===== src/rtl/decode_queue.sv =====
// Fetch-to-decode instruction queue with delay-slot tracking for taken branches,
// branch-likely nullification and flush; redirects IF when a delay slot is secured.
module decode_queue #(
  parameter int DEPTH = 4,
  parameter int EXC_W = 5
) (
  input  logic                       clk,
  input  logic                       reset,
  input  logic                       in_valid,
  output logic                       in_ready,
  input  logic [31:0]                in_Inst,
  input  logic [31:0]                in_PC4,
  input  logic                       in_exception,
  input  logic [EXC_W-1:0]           in_ExcCode,
  output logic                       out_valid,
  input  logic                       out_ready,
  output logic [31:0]                out_Inst,
  output logic [31:0]                out_PC4,
  output logic                       out_exception,
  output logic [EXC_W-1:0]           out_ExcCode,
  output logic                       out_BD,
  input  logic                       branch_taken,
  input  logic                       nullify_ds,
  input  logic [31:0]                branch_target,
  input  logic                       flush,
  output logic                       fetch_redirect,
  output logic [31:0]                redirect_target,
  output logic [$clog2(DEPTH):0]     count
);
  localparam int PW = $clog2(DEPTH);
  localparam int CW = PW + 1;

  typedef struct packed {
    logic [31:0]      inst;
    logic [31:0]      pc4;
    logic             exc;
    logic [EXC_W-1:0] code;
  } ent_t;

  typedef enum logic [1:0] {RUN, WAIT_DS, WAIT_NULL} state_t;

  ent_t             mem [DEPTH];
  state_t           state_q, state_d;
  logic [PW-1:0]    head_q, head_d, head_p1, tail;
  logic [CW-1:0]    count_q, count_d;
  logic [31:0]      tgt_q, tgt_d;
  logic [DEPTH-1:0] bd_q, bd_d;
  logic             pop, push, wr_en, wr_bd;

  // Tail is implied by head + occupancy; a full queue wraps back onto head.
  assign tail      = head_q + count_q[PW-1:0];
  assign head_p1   = head_q + PW'(1);
  assign out_valid = (count_q != '0);
  assign pop       = out_valid & out_ready;
  assign in_ready  = (state_q != RUN) | (count_q < CW'(DEPTH)) | pop;
  assign push      = in_valid & in_ready;
  assign count     = count_q;

  assign out_Inst        = mem[head_q].inst;
  assign out_PC4         = mem[head_q].pc4;
  assign out_exception   = mem[head_q].exc;
  assign out_ExcCode     = mem[head_q].code;
  assign out_BD          = out_valid & bd_q[head_q];
  assign redirect_target = (state_q == WAIT_DS) ? tgt_q : branch_target;

  always_comb begin
    head_d         = head_q;
    count_d        = count_q;
    state_d        = state_q;
    tgt_d          = tgt_q;
    bd_d           = bd_q;
    wr_en          = 1'b0;
    wr_bd          = 1'b0;
    fetch_redirect = 1'b0;
    if (flush) begin
      head_d  = '0;
      count_d = '0;
      state_d = RUN;
    end else begin
      case (state_q)
        RUN: begin
          if (pop & branch_taken) begin
            head_d = head_p1;
            if (count_q >= CW'(2)) begin
              count_d       = CW'(1);
              bd_d[head_p1] = 1'b1;
              fetch_redirect = 1'b1;
            end else if (push) begin
              // Single-entry queue: this cycle's push lands at head_p1 as the slot.
              count_d        = CW'(1);
              wr_en          = 1'b1;
              wr_bd          = 1'b1;
              fetch_redirect = 1'b1;
            end else begin
              count_d = '0;
              tgt_d   = branch_target;
              state_d = WAIT_DS;
            end
          end else if (pop & nullify_ds) begin
            if (count_q >= CW'(2)) begin
              head_d  = head_q + PW'(2);
              count_d = count_q - CW'(2) + CW'(push);
              wr_en   = push;
            end else begin
              head_d  = head_p1;
              count_d = '0;
              if (!push) state_d = WAIT_NULL;
            end
          end else begin
            head_d  = head_q + PW'(pop);
            count_d = count_q + CW'(push) - CW'(pop);
            wr_en   = push;
          end
        end
        WAIT_DS: if (push) begin
          wr_en          = 1'b1;
          wr_bd          = 1'b1;
          count_d        = CW'(1);
          fetch_redirect = 1'b1;
          state_d        = RUN;
        end
        WAIT_NULL: if (push) state_d = RUN;
        default: state_d = RUN;
      endcase
    end
    if (wr_en) bd_d[tail] = wr_bd;
  end

  always_ff @(posedge clk or negedge reset) begin
    if (!reset) begin
      state_q <= RUN;
      head_q  <= '0;
      count_q <= '0;
      tgt_q   <= '0;
      bd_q    <= '0;
    end else begin
      state_q <= state_d;
      head_q  <= head_d;
      count_q <= count_d;
      tgt_q   <= tgt_d;
      bd_q    <= bd_d;
    end
  end

  // Payload storage is not reset; out_valid qualifies it.
  always_ff @(posedge clk) begin
    if (wr_en) mem[tail] <= '{inst: in_Inst, pc4: in_PC4, exc: in_exception, code: in_ExcCode};
  end
endmodule


===== config.mk =====
export PLATFORM = sky130hd
export DESIGN_NAME = decode_queue
export DESIGN_NICKNAME = d
export VERILOG_FILES = /design/src/rtl/decode_queue.sv
export SDC_FILE = /design/constraint.sdc
export NUM_CORES = 1
export LEC_CHECK = 0
export ABC_AREA = 1
export CORE_MARGIN = 5
export CORE_UTILIZATION = 40
export CTS_CLUSTER_DIAMETER = 200
export CTS_CLUSTER_SIZE = 12
export DETAILED_ROUTE_END_ITERATION = 8
export DONT_BUFFER_PORTS = 1
export HOLD_SLACK_MARGIN = 0.06
export PLACE_DENSITY_LB_ADDON = 0.15
export SYNTH_ARGS = -nofsm -noshare
export SYNTH_HDL_FRONTEND = slang
export SYNTH_SLANG_ARGS = --single-unit

===== constraint.sdc =====
create_clock -name clk -period 7.9 [get_ports clk]
set_input_delay 0.395 -clock clk [delete_from_list [all_inputs] [get_ports clk]]
set_output_delay 0.395 -clock clk [all_outputs]
set_load 0.03 [all_outputs]

After elaboration in Yosys (flattened, before gate mapping)
Memory sizes are Yosys's and may differ from the RTL's.
Cells that the tools add are included.

cells by class
  bitwise operators = 11
  equal/unequal tests = 8
  mux-type cells = 51
  magnitude comparators = 7
  $add $sub $neg = 8
  reductions and logical operators = 11

operators with widths
  kind                                                                          number
  32-bit 2-to-1 mux                                                             1
  2-bit 2-to-1 mux                                                              13
  4-bit 2-to-1 mux                                                              5
  1-bit 2-to-1 mux                                                              18
  3-bit 2-to-1 mux                                                              5
  4-bit inequality test, second input constant                                  3
  5-bit AND reduction                                                           2
  2-bit by 3-bit less-than comparator with 1-bit output, second input constant  3
  3-bit by 1-bit adder with 3-bit output                                        2
  3-bit inequality test, second input constant                                  2
  1-bit case mux with 2 select lines                                            3
  3-bit case mux with 2 select lines                                            1
  3-bit nonzero test                                                            2
  1-bit AND                                                                     5
  4-bit bitwise mux                                                             1
  1-bit demux with 2-bit select                                                 2
  2-bit by 1-bit >= comparator with 1-bit output, second input constant         2
  4-bit bitwise OR                                                              1
  2-bit case mux with 2 select lines                                            1
  2-bit nonzero test                                                            2
  3-bit by 2-bit >= comparator with 1-bit output, second input constant         1
  3-bit less-than comparator, second input constant                             1
  3-bit by 1-bit inequality test with 1-bit output, second input constant       1
  1-bit inverter                                                                3
  other kinds (14)                                                              16

storage, ports and cells
  output and inout bits = 109
  bits of input ports = 109
  flip-flop bits (word level) = 43
  bits in writable memories = 280
  memories = 1

memories
  memory  words  bits a word  read ports  clocked after memory_dff  write ports  RTL line  source
  mem     4      70           1           0                         1            42        ent_t mem [DEPTH];

Depth between registers and ports, before layout
Gate-level depths: netlist (run 1).

  word-level depth = 12
  depth in mapped cells = 12

Least setup slack after synthesis (run 1)
No wires, ideal clock.

  path type = reg-to-reg
  from = register count_q[1], in the netlist count[1]
  to = memory mem[0][0] (netlist bit) (enable)
  path slack = 2.888 ns
  clock period less this slack = 5.012 ns
  stages on the path, launching flop included = 10
  path buffers = 0
  library setup time = 0.500 ns
  data arrival time = 4.511 ns
  cell sequence = dfrtp_1 inv_1 ha_1 nand2_1 inv_2 nand2_1 nand3_2 nand2_4 inv_2 nor2_1

between the ends
  word-level cells in the longest chain between the ends = 11

ends and longest elaborated chain
  element                                                                  RTL line      source
  start, declared                                                          45            logic [CW-1:0] count_q, count_d;
  start signal, assigned                                                   139           count_q <= count_d;
  3-bit less-than comparator / 3-bit nonzero test (equally long branches)  55, 53
  1-bit bitwise OR / 1-bit AND (equally long branches)                     55, 54
  1-bit bitwise OR                                                         55            assign in_ready = (state_q != RUN) | (count_q < CW'(DEPTH)) | pop;
  1-bit AND                                                                56            assign push = in_valid & in_ready;
  1-bit 2-to-1 mux (on tied branches)                                      100, 88, 115
  1-bit 2-to-1 mux (on tied branches)                                      99, 84
  1-bit 2-to-1 mux                                                         82            if (pop & branch_taken) begin
  1-bit case mux with 2 select lines                                       80            case (state_q)
  1-bit 2-to-1 mux                                                         75            if (flush) begin
  1-bit 2-to-1 mux                                                         147           if (wr_en) mem[tail] <= '{inst: in_Inst, pc4: in_PC4, exc: in_exception, code: in_ExcCode};
  1-bit 2-to-1 mux (not written as such)                                   147
  end, declared                                                            42

Parallel ways exist; a longest one is shown, timed or not.

Worst setup path after layout (run 1)
  from = register head_q[0]
  to = output port out_PC4[17]

between the ends
  word-level cells in the longest chain between the ends = 1

ends and longest elaborated chain
  element                 RTL line  source
  start, declared         44        logic [PW-1:0] head_q, head_d, head_p1, tail;
  start signal, assigned  132       head_q <= '0;
  start signal, assigned  138       head_q <= head_d;
  memory 4 x 70 bit       n/a
  end, declared           18        output logic [31:0] out_PC4,

Every way passes these cells.

==> impl_summary.md, run 1 <==
Global routing
The via count of the first global-routing pass was 8,130. The initial antenna violation count was 2. The met1 global-route usage is 0.2021.

Across every metal layer, demand over resource in global routing totals 0.1580. For met3 alone, demand over resource in global routing was 0.04417. The total overflow left after global routing is 0. The first-pass GRT wire length is ~46,000 um.

The largest net degree at the start of global routing is 102. met2 is the most crowded layer. The met2 track utilization from global routing is 0.2666.

Layout
The library cells used most frequently in the layout, excluding fill and tap cells, are sky130_fd_sc_hd__edfxtp_1, sky130_fd_sc_hd__o21ai_0, sky130_fd_sc_hd__nor2_1, sky130_fd_sc_hd__nand2_1, sky130_fd_sc_hd__dlygate4sd3_1. The number of standard cells in the final layout excluding fillers is 1,598. The post-synthesis to final-layout area growth is 17.13%.

The final standard cell area without fillers is 15,500 um^2. For this run, the post-layout net count is roughly 1,300. The number of fillers in the final layout is 2,899.

The most common cell after layout, fill and taps aside is sky130_fd_sc_hd__edfxtp_1. The share of cells above drive strength 1 is 0.09619.

Clocking
In this run, CTS created clock tree buffers numbering 30. TritonCTS built the clock tree. Clock latency on the worst-skew pair, taken at its later pin, is between 0.5 and 0.6 ns. The buffers inserted during post-CTS setup optimization is 0. The tree is rooted in a sky130_fd_sc_hd__clkbuf_16. The clock-pin slew of the registers on the worst-case setup and hold paths is roughly 0.070 ns.

The maximum clock path buffer count is 3. The H-tree depth is 1. Counting every sink on the clock net gives ~320.

Worst setup path
The critical path endpoint category is an output port. For this design, the slowest cell found on the critical path is sky130_fd_sc_hd__o22ai_1. The worst register-to-register path has a setup slack of roughly 4.3 ns. STA classifies the critical path startpoint as a flop. At the worst endpoint, the required time is 7.51 ns. The critical path contains buffers and inverters numbering 2 combined. Along the worst path, the maximum fanout reaches 90. The arrival time at the worst endpoint is 3.52 ns.

The dominant delay contributor by cell family on the critical path is buffers and inverters. Traced cell by cell, the critical path runs through inv_4 > buf_4 > o21ai_0 > o22ai_1. On the worst path, the slowest cell contributes a delay of 0.72 ns.

The type of the worst setup path is reg -> out.

Floorplan
Measured along the y axis, the die boundary spans 191.9 um. In this run the count of I/O pins placed on the die edge is 218. The die covers 36,830 um^2.

In this run the standard cell core region covers 32,620 um^2. In this run the horizontal extent of the chip is 191.9 um. For this configuration, the core starts out at a cell density of 0.4058. The floorplan has 66 rows.

Timing
The clock period could shrink to 3.911 ns. The setup clock skew after layout is 0.01358 ns. Setup repair after global routing left no endpoint under its margin. The total negative setup slack is 0 ns. Static timing analysis puts the maximum clock frequency at 255.7 MHz. At the pin with the least slew margin, the transition time is between 1 and 1.5 ns. The headroom to the max-slew limit is 0.2567.

The hold violation total from the final report is 0. The number of setup violations in the final report is 0. Across all hold checks on the routed design, the worst slack comes to around 0.11 ns. The max-slew violation total from the final report is 0. Of the available clock period, the critical path in the final layout requires 0.4950.

Detailed routing
Wires add up to between 30,000 and 40,000 um. The post-detailed-route count of antenna-violating nets is 0. The number of iterations in the first detailed-routing pass is 5. After the first detailed-routing iteration, the DRC count stood at about 450. The number of design rule violations left after detail routing is 0. The wire length per cell after detailed routing is 18.92 um. In the routed layout, each cell is associated on average with a via count of 5.117. The total via count after detailed routing is between 8,000 and 9,000.

Yosys
The number of distinct library cell variants in the gate-level netlist after synthesis is 34. Of the synthesized area, sequential elements account for 0.7166. The synthesized design contains 280 enable-type register cells. The net count after synthesis is 1,183.

For this run, asynchronously set or reset flops after synthesis account for 0.1331. For this run, the number of Yosys warnings is 0. Synthesis produced 1,059 cells. The flip-flop and latch count after synthesis is 323. In this run the cell area of the synthesized design comes to 13,240 um^2. In the synthesized netlist the dominant register cell turns out to be sky130_fd_sc_hd__edfxtp_1. The synthesized area divided by synthesized cell count is 12.50 um^2.

Power
The switching power as a share of total power is 0.4227. The relative contribution of sequential cells to total power is 0.401. The worst-case IR drop observed on VDD is between 0.2 and 0.25 mV. In this run the static leakage power is 5.470 nW.

The power per unit of standard cell area is approximately 360 nW/um^2. Cell internal power was estimated by the tool at 3.254 mW. The net switching power figure is 2.383 mW. Summing internal, switching and leakage power gives 5.636 mW. The clock network fraction of design power is 0.225.

The part of the power in combinational logic is 0.375.

Run
Max-cap violations in this run came to 0.

Placement
The congestion estimate from routability-driven global placement came to 0.8692. The placement-stage cell area is 13,610 um^2. The number of buffers inserted by port buffering is 0. The number of placed instances, taps included is 1,450.

Summed over all nets, the half-perimeter wirelength after detailed placement is about 17,000 um.

Min path
The worst hold path belongs to the class in -> reg.

Run status
The run finished with clean final reports.
power groups by stage:
stage | logic (mW) | clock network [mW] | registers [mW]
2_1_floorplan | 1.66 | 0 | 2.27
3_3_place_gp | 2.08 | 0 | 2.29
3_5_place_dp | 2.09 | 0 | 2.30
4_1_cts | 2.15 | 1.32 | 2.26
5_1_grt | 2.31 | 1.39 | 2.29
6_report | 2.11 | 1.27 | 2.26
layer usage:
metal / share of wire / vias to the layer above
li1: - / 3950
met1: 0.42 / 3962
met2: 0.48 / 221
met3: 0.073 / 44
met4: 0.024 / 0
met5: 0 / -
state kept, by name, summed over array words and instances, names as in the netlist:
signal	flops
bd_q	4
count	3
head_q	2
mem	280
state_q	2
tgt_q	32
worst paths after layout:
kind | depth (start not counted) | start | endpoint
worst max-delay path | 4 | head_q[0] | out_PC4[17]
worst min-delay path | 3 | flush | count[1]
worst max register to register | 10 | count[1] | mem[3][34]
worst min register to register | 2 | tgt_q[20] | tgt_q[20]
max in group asynchronous | 2 | reset | tgt_q[13]
min in group asynchronous | 2 | reset | count[0]
through the flow:
stage               setup slack, ns  utilization
finish                        3.989       0.4753
global route                  3.695       0.4753
CTS                           3.891       0.4751
detailed placement            4.207       0.4173
global placement              4.243       0.4173
floorplan                     2.888            -
synthesized netlist by cell type, types with 2 or more instances:
cell                       count  area (um^2)
sky130_fd_sc_hd__nand2_4       5        56.30
sky130_fd_sc_hd__nor2_1      154        578.1
sky130_fd_sc_hd__buf_1         3        11.26
sky130_fd_sc_hd__dfrtp_1      43         1076
sky130_fd_sc_hd__o21ai_0     182        910.9
sky130_fd_sc_hd__nand3_4       2        35.03
sky130_fd_sc_hd__nand3b_1      2        15.01
sky130_fd_sc_hd__nand2_1     108        405.4
sky130_fd_sc_hd__buf_6         5        56.30
sky130_fd_sc_hd__inv_2         6        22.52
sky130_fd_sc_hd__buf_2         9        45.04
sky130_fd_sc_hd__xor2_1        2        17.52
sky130_fd_sc_hd__o22ai_1      72        450.4
sky130_fd_sc_hd__nand2_2       8        50.05
sky130_fd_sc_hd__nand3_1      14        70.07
sky130_fd_sc_hd__clkbuf_1     42        157.7
sky130_fd_sc_hd__nor2_4        2        22.52
sky130_fd_sc_hd__inv_1        53        198.9
sky130_fd_sc_hd__nand3_2       2        20.02
sky130_fd_sc_hd__o21bai_1      4        30.03
sky130_fd_sc_hd__o21ai_2      32        280.3
sky130_fd_sc_hd__edfxtp_1    280         8408
sky130_fd_sc_hd__ha_1         14        175.2
sky130_fd_sc_hd__a21oi_1       5        25.02
cell families after synthesis:
logic type	share of synthesized area
simple gates	0.09709
flops	0.7166
xor+xnor	0.001324
fa+ha+maj	0.01475
compound gates	0.1313
buf+inv	0.03895
final cells by class:
class | count | area [um^2] | share of cell area
clock inverters | 1 | 30.03 | 0.001937
repair buffers | 114 | 1136 | 0.07328
multi-input cells | 615 | 3268 | 0.2108
clock buffers | 40 | 788.3 | 0.05085
well taps | 442 | 553.0 | 0.03567
diodes | 2 | 5.005 | 0.0003228
inverters | 61 | 232.7 | 0.01501
flip-flops and latches | 323 | 9489 | 0.6121
repair_timing:
item                                   in CTS  in global routing
endpoints found under the hold margin     358                  0
hold buffers                              105                  0
resized for setup                           0                  0
worst register-to-register path: cells and delay by family, from the launching register on:
kind / cells / cell delay, ns
simple gates: 5 / 1.20
flops: 1 / 0.64
fa+ha+maj: 1 / 0.25
buf+inv: 4 / 1.15
No activity file was read; power rests on OpenSTA's default activity.
==> run 2, diff against run 1 <==
clock period = 3.3 ns   (was 7.9 ns; I/O delays follow)
==> impl_summary.md, run 2 (synthesized netlist as in run 1, its figures left out) <==
Layout
Leaving out fill and tap cells, the most frequent cell in the layout is sky130_fd_sc_hd__edfxtp_1. In the layout the commonest cells are sky130_fd_sc_hd__edfxtp_1, sky130_fd_sc_hd__o21ai_0, sky130_fd_sc_hd__nor2_1, sky130_fd_sc_hd__dlygate4sd3_1, sky130_fd_sc_hd__nand2_1. The net count reported at finish came to 1,353 (+6.6%). The flip-flop count of the largest register after layout is 280 (unchanged). The largest registers in the layout are mem: 280 flops, tgt_q: 32 flops, bd_q: 4 flops. The number of standard cells in the final layout excluding fillers is 1,696 (+6.1%). The share of cells above drive strength 1 came to 0.1495 (+0.05329).

The register containing the most flip-flops in the final layout is mem. The post-synthesis to final-layout area growth is 23.09%.

Min path
The cell depth of the worst min-delay path is 4 (+1). The type of the tightest min-delay check is in -> reg. The endpoint of the worst hold-timing path is state_q[0].

The worst hold path begins at out_ready.

Clocking
The clock tree root buffer cell is sky130_fd_sc_hd__clkbuf_16. The maximum clock path buffer count is 3 (unchanged). The number of buffers added by the clock tree synthesis step is 30 (unchanged). The clock-pin slew of the registers on the worst-case setup and hold paths is 0.06 ns (about the same). TritonCTS built the clock tree. The H-tree depth is 1 (unchanged). The TritonCTS sink count came to 323 (unchanged). The buffers inserted during post-CTS setup optimization was 0 (unchanged). The source-to-sink clock delay at the later pin of the worst-skew pair is 0.55 ns (-0.02 ns).

Detailed routing
The average vias per placed instance came to 4.992 (-2.4%). The number of DRC markers in iteration 0 came to 571 (+26%). The post-detailed-route count of antenna-violating nets is 0 (unchanged). The wire length per cell after detailed routing is 18.15 um (-4.1%). The number of design rule violations left after detail routing came to 0 (unchanged). The total via count after detailed routing was 8,467 (+3.5%). The number of iterations in the first detailed-routing pass was 5 (unchanged).

The total routed wirelength was 30,780 um (+1.8%).

Global routing
The first-pass GRT wire length is 47,340 um (+3.1%). The largest net degree at the start of global routing is 109 (+6.9%). The initial antenna violation count came to 3 (+1). The aggregate global-route resource usage is 0.1613 (+0.003264).

The via count of the first global-routing pass is 8,449 (+3.9%). The aggregate global routing overflow is 0 (unchanged).

Worst setup path
The critical path in this run is classified as reg -> out. The endpoint identified for the worst register-to-register timing path is head_q[1]. The required time at the endpoint of the critical path is 3.13 ns (-4.38 ns). The setup slack of the most critical reg-to-reg path is 0.50 ns (-3.76 ns). The startpoint type of the worst setup path is a flop. The cell count of the worst reg-to-reg path is 9 (-1).

The arrival time at the worst endpoint is 2.87 ns (-0.65 ns). In this run the critical register-to-register path is launched from count[0]. The maximum fanout along the worst path is 74 (-18%). The critical path endpoint category is an output port.

Power
The net switching power figure is 5.887 mW (+150%). The leakage component of the power is 5.912 nW (+8.1%). The worst vdd rail ir drop is 0.7733 mV (+260%).

The power per unit of standard cell area is 895.1 nW/um^2 (+150%). The relative contribution of sequential cells to total power is 0.374 (-0.027). The switching power as a share of total power is 0.4037 (-0.01902). The internal portion of total power is 8.695 mW (+170%). The clock network fraction of design power was 0.212 (-0.013). The part of the power in combinational logic came to 0.414 (+0.039).

Timing
The setup clock skew after layout is 0.01055 ns (-0.003031 ns). The slew at the pin closest to its max-slew limit is 1.054 ns (-0.04885 ns). The smallest clock period supported by the final layout is computed as 3.039 ns. Setup repair after global routing left no endpoint under its margin.

The number of setup violations in the final report is 0 (unchanged). The hold violation total from the final report is 0 (unchanged). The headroom to the max-slew limit is 0.2896 (+0.03291). In the finished design, the share of the clock period the worst path needs comes to 0.9210.

The total negative setup slack is 0 ns (unchanged). The worst path setup slack after routing was 0.2608 ns (-3.728 ns). Based on the critical path, the design can be clocked at up to 329.0 MHz.

The max-slew violation total from the final report came to 0 (unchanged).

Floorplan
The area of the core was 32,620 um^2 (unchanged). The starting density of the core came to 0.4058 (unchanged). The total I/O pin count was 218 (unchanged). The horizontal extent of the die is 191.9 um (unchanged). The number of core rows came to 66 (unchanged).

The die boundary height is 191.9 um (unchanged). The total die area came to 36,830 um^2 (unchanged).

Run status
The flow ran to the end, and the final reports show no timing, DRC or antenna violations.

Placement
The number of buffers inserted by port buffering was 0 (unchanged). The number of placed instances, taps included is 1,526 (+5.2%). The half-perimeter wire length after placement was 17,540 um (+1.2%).

The worst slack at placement came to 0.5418 ns (-3.666 ns). The placer congestion estimate is 0.8195 (-5.7%).

Run
The reported max-cap violation count is 0 (unchanged).
run 2: metrics by stage:
| stage | total power [mW] | instance area (um^2) | hold WS (ns) | util |
|---|---|---|---|---|
| floorplan | 9.394 | 13250 | -0.1306 | - |
| global placement | 11.48 | 14280 | -0.1293 | 0.4378 |
| detailed placement | 11.48 | 14280 | -0.1294 | 0.4378 |
| CTS | 14.80 | 16280 | 0.06139 | 0.4992 |
| global route | 15.46 | 16290 | 0.1378 | 0.4994 |
| finish | 14.58 | 16290 | 0.1077 | 0.4994 |
run 2: how the worst max path moves through the flow:
stage | from | endpoint | cells past startpoint
2_1_floorplan | count[1] | mem[0][0] | 9
3_3_place_gp | count[1] | mem[0][15] | 10
3_5_place_dp | count[1] | mem[0][15] | 10
4_1_cts | head_q[1] | out_Inst[31] | 4
5_1_grt | head_q[1] | out_PC4[1] | 4
6_report | head_q[1] | out_Inst[21] | 4
run 2: cell type report:
cell class / count / area, um^2
inverters: 61 / 232.7
flip-flops and latches: 323 / 9489
repair buffers: 198 / 1887
clock inverters: 1 / 16.27
diodes: 3 / 7.507
clock buffers: 53 / 837.1
fillers: 2825 / 16330
well taps: 442 / 553.0
multi-input cells: 615 / 3268
run 2: power by group through the flow:
stage	logic, mW	registers (mW)	clock network [mW]
2_1_floorplan	4.00	5.40	0
3_3_place_gp	5.95	5.53	0
3_5_place_dp	5.94	5.54	0
4_1_cts	6.15	5.45	3.20
5_1_grt	6.56	5.51	3.39
6_report	6.04	5.45	3.10
run 2: layer usage:
| layer | track usage | vias to the layer above | share of wire |
|---|---|---|---|
| met5 | 0 | - | 0 |
| met3 | 0.03362 | 29 | 0.065 |
| li1 | - | 4133 | - |
| met4 | 0.03315 | 0 | 0.015 |
| met1 | 0.2223 | 4068 | 0.45 |
| met2 | 0.2669 | 237 | 0.47 |
run 2: repair_timing:
action                                  CTS  global route
hold endpoints to repair                366             0
gates resized for setup                   0             0
hold buffers                            113             0
endpoints found under the setup margin    0             0
run 2: critical path, cell delays in order, from the launching register on:
cell and delay, ns:
sky130_fd_sc_hd__dfrtp_2 0.64, sky130_fd_sc_hd__inv_2 0.13, sky130_fd_sc_hd__buf_4 0.69, sky130_fd_sc_hd__o21ai_0 0.20
sky130_fd_sc_hd__o22ai_1 0.65
